### src/rtl/solver_out_decimator_if.sv
// Output stream of the solver decimator: {w,i} sample pairs over valid/ready.
interface solver_out_decimator_if;
   logic        m_valid;
   logic        m_ready;
   logic [63:0] m_data;

   modport master (output m_valid, output m_data, input m_ready);
   modport slave  (input m_valid, input m_data, output m_ready);
endinterface

### src/rtl/solver_out_decimator.sv
// Box-car decimator for RK4 solver i/w state: average, rescale, saturate to
// signed 32 bits and buffer {w,i} pairs in a first-word fall-through FIFO.
module solver_out_decimator #(
   parameter int DEC_LOG2  = 2,
   parameter int OUT_SHIFT = 16,
   parameter int FIFO_AW   = 4
) (
   input  logic                  clk,
   input  logic                  rst_n,
   input  logic                  en,
   input  logic                  upd,
   input  logic [63:0]           i_in,
   input  logic [63:0]           w_in,
   solver_out_decimator_if.master m_if,
   output logic [FIFO_AW:0]      fill,
   output logic [15:0]           ovf_cnt,
   output logic                  ovf,
   input  logic                  clr_ovf
);

   localparam int AW    = 64 + DEC_LOG2;
   localparam int CNT_W = DEC_LOG2 + 1;
   localparam int SH    = DEC_LOG2 + OUT_SHIFT;
   localparam logic [CNT_W-1:0] CNT_LAST = CNT_W'((1 << DEC_LOG2) - 1);

   logic signed [AW-1:0] acc_i, acc_w;
   logic signed [AW-1:0] sum_i, sum_w;
   logic [CNT_W-1:0]     cnt;
   logic signed [AW-1:0] s1_i, s1_w;
   logic                 s1_v;
   logic [63:0]          s2_data;
   logic                 s2_v;

   logic [63:0]          mem [2**FIFO_AW];
   logic [FIFO_AW:0]     wr_ptr, rd_ptr;
   logic                 empty, full, pop, push, drop;

   // Anything beyond the signed 32-bit range clamps; the upper bits must all
   // match the sign bit for the value to be representable.
   function automatic logic [31:0] sat32(input logic signed [AW-1:0] v);
      logic [AW-1:0] u;
      u = v;
      if (!u[AW-1] && (|u[AW-2:31]))
         return 32'h7FFF_FFFF;
      else if (u[AW-1] && !(&u[AW-2:31]))
         return 32'h8000_0000;
      else
         return u[31:0];
   endfunction

   assign sum_i = acc_i + AW'($signed(i_in));
   assign sum_w = acc_w + AW'($signed(w_in));

   always_ff @(posedge clk or negedge rst_n) begin
      if (!rst_n) begin
         acc_i <= '0;
         acc_w <= '0;
         cnt   <= '0;
         s1_i  <= '0;
         s1_w  <= '0;
         s1_v  <= 1'b0;
      end else begin
         s1_v <= 1'b0;
         if (!en) begin
            acc_i <= '0;
            acc_w <= '0;
            cnt   <= '0;
         end else if (upd) begin
            if (cnt == CNT_LAST) begin
               s1_i  <= sum_i;
               s1_w  <= sum_w;
               s1_v  <= 1'b1;
               acc_i <= '0;
               acc_w <= '0;
               cnt   <= '0;
            end else begin
               acc_i <= sum_i;
               acc_w <= sum_w;
               cnt   <= cnt + CNT_W'(1);
            end
         end
      end
   end

   always_ff @(posedge clk or negedge rst_n) begin
      if (!rst_n) begin
         s2_data <= '0;
         s2_v    <= 1'b0;
      end else begin
         s2_v <= s1_v;
         if (s1_v)
            s2_data <= {sat32(s1_w >>> SH), sat32(s1_i >>> SH)};
      end
   end

   assign empty = (wr_ptr == rd_ptr);
   assign full  = (wr_ptr[FIFO_AW] != rd_ptr[FIFO_AW]) &&
                  (wr_ptr[FIFO_AW-1:0] == rd_ptr[FIFO_AW-1:0]);
   assign pop   = !empty && m_if.m_ready;
   // A pop in the same cycle frees the slot, so a full FIFO can still accept.
   assign push  = s2_v && (!full || pop);
   assign drop  = s2_v && full && !pop;

   always_ff @(posedge clk) begin
      if (push)
         mem[wr_ptr[FIFO_AW-1:0]] <= s2_data;
   end

   always_ff @(posedge clk or negedge rst_n) begin
      if (!rst_n) begin
         wr_ptr  <= '0;
         rd_ptr  <= '0;
         ovf_cnt <= '0;
         ovf     <= 1'b0;
      end else begin
         if (push)
            wr_ptr <= wr_ptr + 1'b1;
         if (pop)
            rd_ptr <= rd_ptr + 1'b1;
         if (clr_ovf) begin
            ovf_cnt <= '0;
            ovf     <= 1'b0;
         end else if (drop) begin
            ovf <= 1'b1;
            if (ovf_cnt != 16'hFFFF)
               ovf_cnt <= ovf_cnt + 16'd1;
         end
      end
   end

   assign fill         = wr_ptr - rd_ptr;
   assign m_if.m_valid = !empty;
   assign m_if.m_data  = empty ? 64'd0 : mem[rd_ptr[FIFO_AW-1:0]];

endmodule

### src/flat_wrapper.sv
// flat-port wrapper written by rule: the top's interface ports become plain ports
module solver_out_decimator_flat 
#(
   parameter int DEC_LOG2  = 2,
   parameter int OUT_SHIFT = 16,
   parameter int FIFO_AW   = 4
)
  (clk, rst_n, en, upd, i_in, w_in, fill, ovf_cnt, ovf, clr_ovf, m_if_m_valid, m_if_m_data, m_if_m_ready);
  solver_out_decimator_if m_if_i ();
  input  logic clk;
  input  logic rst_n;
  input  logic en;
  input  logic upd;
  input  logic [63:0] i_in;
  input  logic [63:0] w_in;
  output logic [FIFO_AW:0] fill;
  output logic [15:0] ovf_cnt;
  output logic ovf;
  input  logic clr_ovf;
  output wire logic [$bits(m_if_i.m_valid)-1:0] m_if_m_valid;
  output wire logic [$bits(m_if_i.m_data)-1:0] m_if_m_data;
  input wire logic [$bits(m_if_i.m_ready)-1:0] m_if_m_ready;
  assign m_if_m_valid = m_if_i.m_valid;
  assign m_if_m_data = m_if_i.m_data;
  assign m_if_i.m_ready = m_if_m_ready;
  solver_out_decimator #(.DEC_LOG2(DEC_LOG2), .OUT_SHIFT(OUT_SHIFT), .FIFO_AW(FIFO_AW)) u_core (.clk(clk), .rst_n(rst_n), .en(en), .upd(upd), .i_in(i_in), .w_in(w_in), .m_if(m_if_i), .fill(fill), .ovf_cnt(ovf_cnt), .ovf(ovf), .clr_ovf(clr_ovf));
endmodule
### config.mk
export PLATFORM = sky130hd
export DESIGN_NAME = solver_out_decimator_flat
export DESIGN_NICKNAME = d
export VERILOG_FILES = /design/src/rtl/solver_out_decimator_if.sv /design/src/rtl/solver_out_decimator.sv /design/src/flat_wrapper.sv
export SDC_FILE = /design/constraint.sdc
export NUM_CORES = 2
export LEC_CHECK = 0
export CELL_PAD_IN_SITES_DETAIL_PLACEMENT = 1
export CELL_PAD_IN_SITES_GLOBAL_PLACEMENT = 1
export CORE_ASPECT_RATIO = 1.4
export CORE_MARGIN = 4
export CORE_UTILIZATION = 45
export CTS_CLUSTER_DIAMETER = 40
export DETAILED_ROUTE_END_ITERATION = 12
export PLACE_DENSITY = 0.79
export SYNTH_ARGS = -nofsm -noshare
export SYNTH_HDL_FRONTEND = slang
export SYNTH_SLANG_ARGS = --single-unit
### constraint.sdc
create_clock -name clk -period 8.4 [get_ports clk]
set_clock_uncertainty 0.05 [all_clocks]
set_input_delay 0.84 -clock clk [delete_from_list [all_inputs] [get_ports clk]]
set_output_delay 0.84 -clock clk [all_outputs]
set_load 0.01 [all_outputs]
==> metrics <==
setup TNS 0 ns; HP Class input port to asynchronous set/reset pin; nets@finish roughly 4300; clock buffer depth 3; ys flop type edfxtp_1; vias after detailed routing 34560; routed vias/inst 5.907; setup slack at placement approximately 3.6 ns; synthesized net count 4061; Starting Density 0.4547; Fin. Hold Viols 0; RSZ-0062 raised after global routing false; Final min period about 5.2 ns; Commonest cells post-synth edfxtp_1 (1024), nand2_1 (333), dfrtp_1 (324); global route overflow 0; worst skew pair latency slightly below 0.8 ns; post-CTS setup buffers 0; hpwl dp roughly 94 mm; Root Buffer clkbuf_16; DIE AREA between 100000 and 150000 sq um; Die Y 436.2 um; crit path kind flop to output port; Peak Freq between 150 and 200 MHz; CP arrival ~4.3 ns; top area cells in the synthesized netlist edfxtp_1 (52%), dfrtp_1 (14%), mux4_2 (12%); worst-path maximum fanout ~160; initial antenna violation count 6; dominant cell by count in the synthesized netlist edfxtp_1; Port-buffer cells 220; mapped cell area 58940 sq um; #FFs+latches synth 1348; H-tree levels 4; pwr dens ~320 nW/um^2; Worst Path Required ~7.5 ns; Tcrit/Tclk final 0.6203; gr usage total 0.2322; Avg Cell Area, Syn between 15 and 20 sq um; Worst-Margin Slew roughly 1.1 ns; Synth Instances ~3800; Hold Buf Count CTS 0; Syn-to-layout area delta 14.99%; clk sinks ~1300; Setup-failing EPs final 0; Rows approximately 160; share of the synthesized area in the top cell type 0.5218; wire per inst approximately 27 um; ANT nets after route 0; Synth async-reset ratio 0.2404; post-synth cell types 88; top-level I/O count 221; max_cap viols 0; final core utilization 0.5229; Die X approximately 310 um; Max-slew headroom 0.2261; Post-synth EDFFs roughly 1000; post-CTS sizing 0; first-pass GRT wire length approximately 240 mm; DRT Pass-1 Iters 5; Core Area approximately 130000 sq um; final wirelength ~160 mm; Seq/Total Area, Yosys 0.6593; crit end category output port; CTS clk-pin slew, worst paths 0.06 ns; Ys Warns 0; Leak between 20 and 25 nW; CTS Buf Count 148; CP startpoint kind flop; PnR worst setup slack 3.190 ns; status completed; Max IR drop VDD about 0.28 mV; # DRC 0; layout cell share with drive strength beyond 1 0.1574; largest net degree at the start of global routing around 160; CTS tree built; Yosys top cell by area edfxtp_1; vias in the first global route ~37000; final count of pins violating max slew 0; GP Congestion 0.8850; DR iter-0 viols ~2800
-- kinds of logic (layout without fill, tap and decap cells) --
group / Yosys count / in the layout / share of synthesized area
AO/OA/AOI/OAI: 731 / 731 / 0.08059
XOR/XNOR: 146 / 146 / 0.02170
adder cells (fa/ha/maj): 144 / 144 / 0.03095
buffers and inverters: 310 / 637 / 0.02125
flip-flops: 1348 / 1348 / 0.6593
multiplexers: 339 / 339 / 0.1259
other: 0 / 2 / 0
AND/OR/NAND/NOR: 765 / 765 / 0.06031
-- cell type report --
| type | instances | area [sq um] |
|---|---|---|
| clock buffer | 191 | 4063 |
| clock inverter | 75 | 792.0 |
| fill | 12460 | 61830 |
| inverter | 114 | 430.4 |
| multi-input combinational | 2125 | 18900 |
| sequential | 1348 | 38870 |
| tap | 1738 | 2175 |
| timing repair buffer | 257 | 2535 |
| antenna | 2 | 5.005 |
-- where the power goes --
part / internal [mW] / switching, mW / leakage, nW
registers: 7.95 / 0.780 / 13.7
clock network: 3.68 / 2.70 / 2.33
logic: 3.14 / 3.19 / 8.60
-- worst paths after layout --
| kind | slack, ns | to | cells past startpoint | startpoint |
|---|---|---|---|---|
| min reg2reg | 0.43 | u_core.s1_i[47]$_DFFE_PN0P_ | 2 | u_core.s1_i[47]$_DFFE_PN0P_ |
| min in group clk | 0.43 | u_core.s1_i[47]$_DFFE_PN0P_ | 2 | u_core.s1_i[47]$_DFFE_PN0P_ |
| min | 0.06 | u_core.ovf_cnt[3]$_DFFE_PN0P_ | 1 | rst_n |
| max reg2reg | 3.86 | u_core.mem[4][22]$_DFFE_PP_ | 9 | u_core.rd_ptr[1]$_DFFE_PN0P_ |
| max in group asynchronous | 6.24 | u_core.acc_i[34]$_DFFE_PN0P_ | 3 | rst_n |
| max | 3.19 | m_if_m_data[16] | 5 | u_core.rd_ptr[1]$_DFFE_PN0P_ |
-- stage by stage --
step                      instances  hold WS, ns  cell area [sq um]  power (mW)
after floorplan                3783       0.3420              58940       12.67
after CTS                      5848      0.07536              67770       21.68
after global placement         5582       0.4124              62910       15.09
after detailed placement       5582       0.4178              62910       15.24
final                          5850      0.06405              67770       21.44
after global routing           5849       0.1017              67770       22.51
-- metal layers --
metal | wire [um] | vias to the layer above | global-route usage
li1 | - | 15130 | -
met1 | 63600 | 18040 | 0.3109
met2 | 80250 | 1163 | 0.3956
met3 | 9570 | 217 | 0.03752
met4 | 3926 | 4 | 0.06474
met5 | 22 | - | 0
-- sequential cells by signal (all words and copies together) (netlist names) --
name and flops:
u_core.cnt 3, u_core.s1_i 48, u_core.s1_w 48, u_core.acc_w 66
u_core.ovf 1, u_core.ovf_cnt 16, u_core.s2_data 64, u_core.wr_ptr 5
u_core.s2_v 1, u_core.mem 1024, u_core.s1_v 1, u_core.acc_i 66
u_core.rd_ptr 5
-- cells in the final DEF, fill, tap and decap left out, types with 51 or more instances in the layout --
cell type        instances
edfxtp_1              1024
nand2_1                331
mux4_2                 320
dfrtp_1                320
clkdlybuf4s50_1        219
o21ai_0                196
a21oi_1                155
clkbuf_16              151
nor2_1                 147
ha_1                   141
inv_1                  112
xnor2_1                 80
a21o_1                  80
and2_1                  74
xor2_1                  66
o22ai_1                 63
nand4_1                 57
a22o_1                  51
-- critical path: stages, from the launching register on --
cell             delay (ns)
dfrtp_4                0.98
buf_12                 0.70
mux4_2                 0.44
mux4_2                 0.48
and2_1                 0.21
clkdlybuf4s50_1        0.51
(Power assumes the default switching activity.)
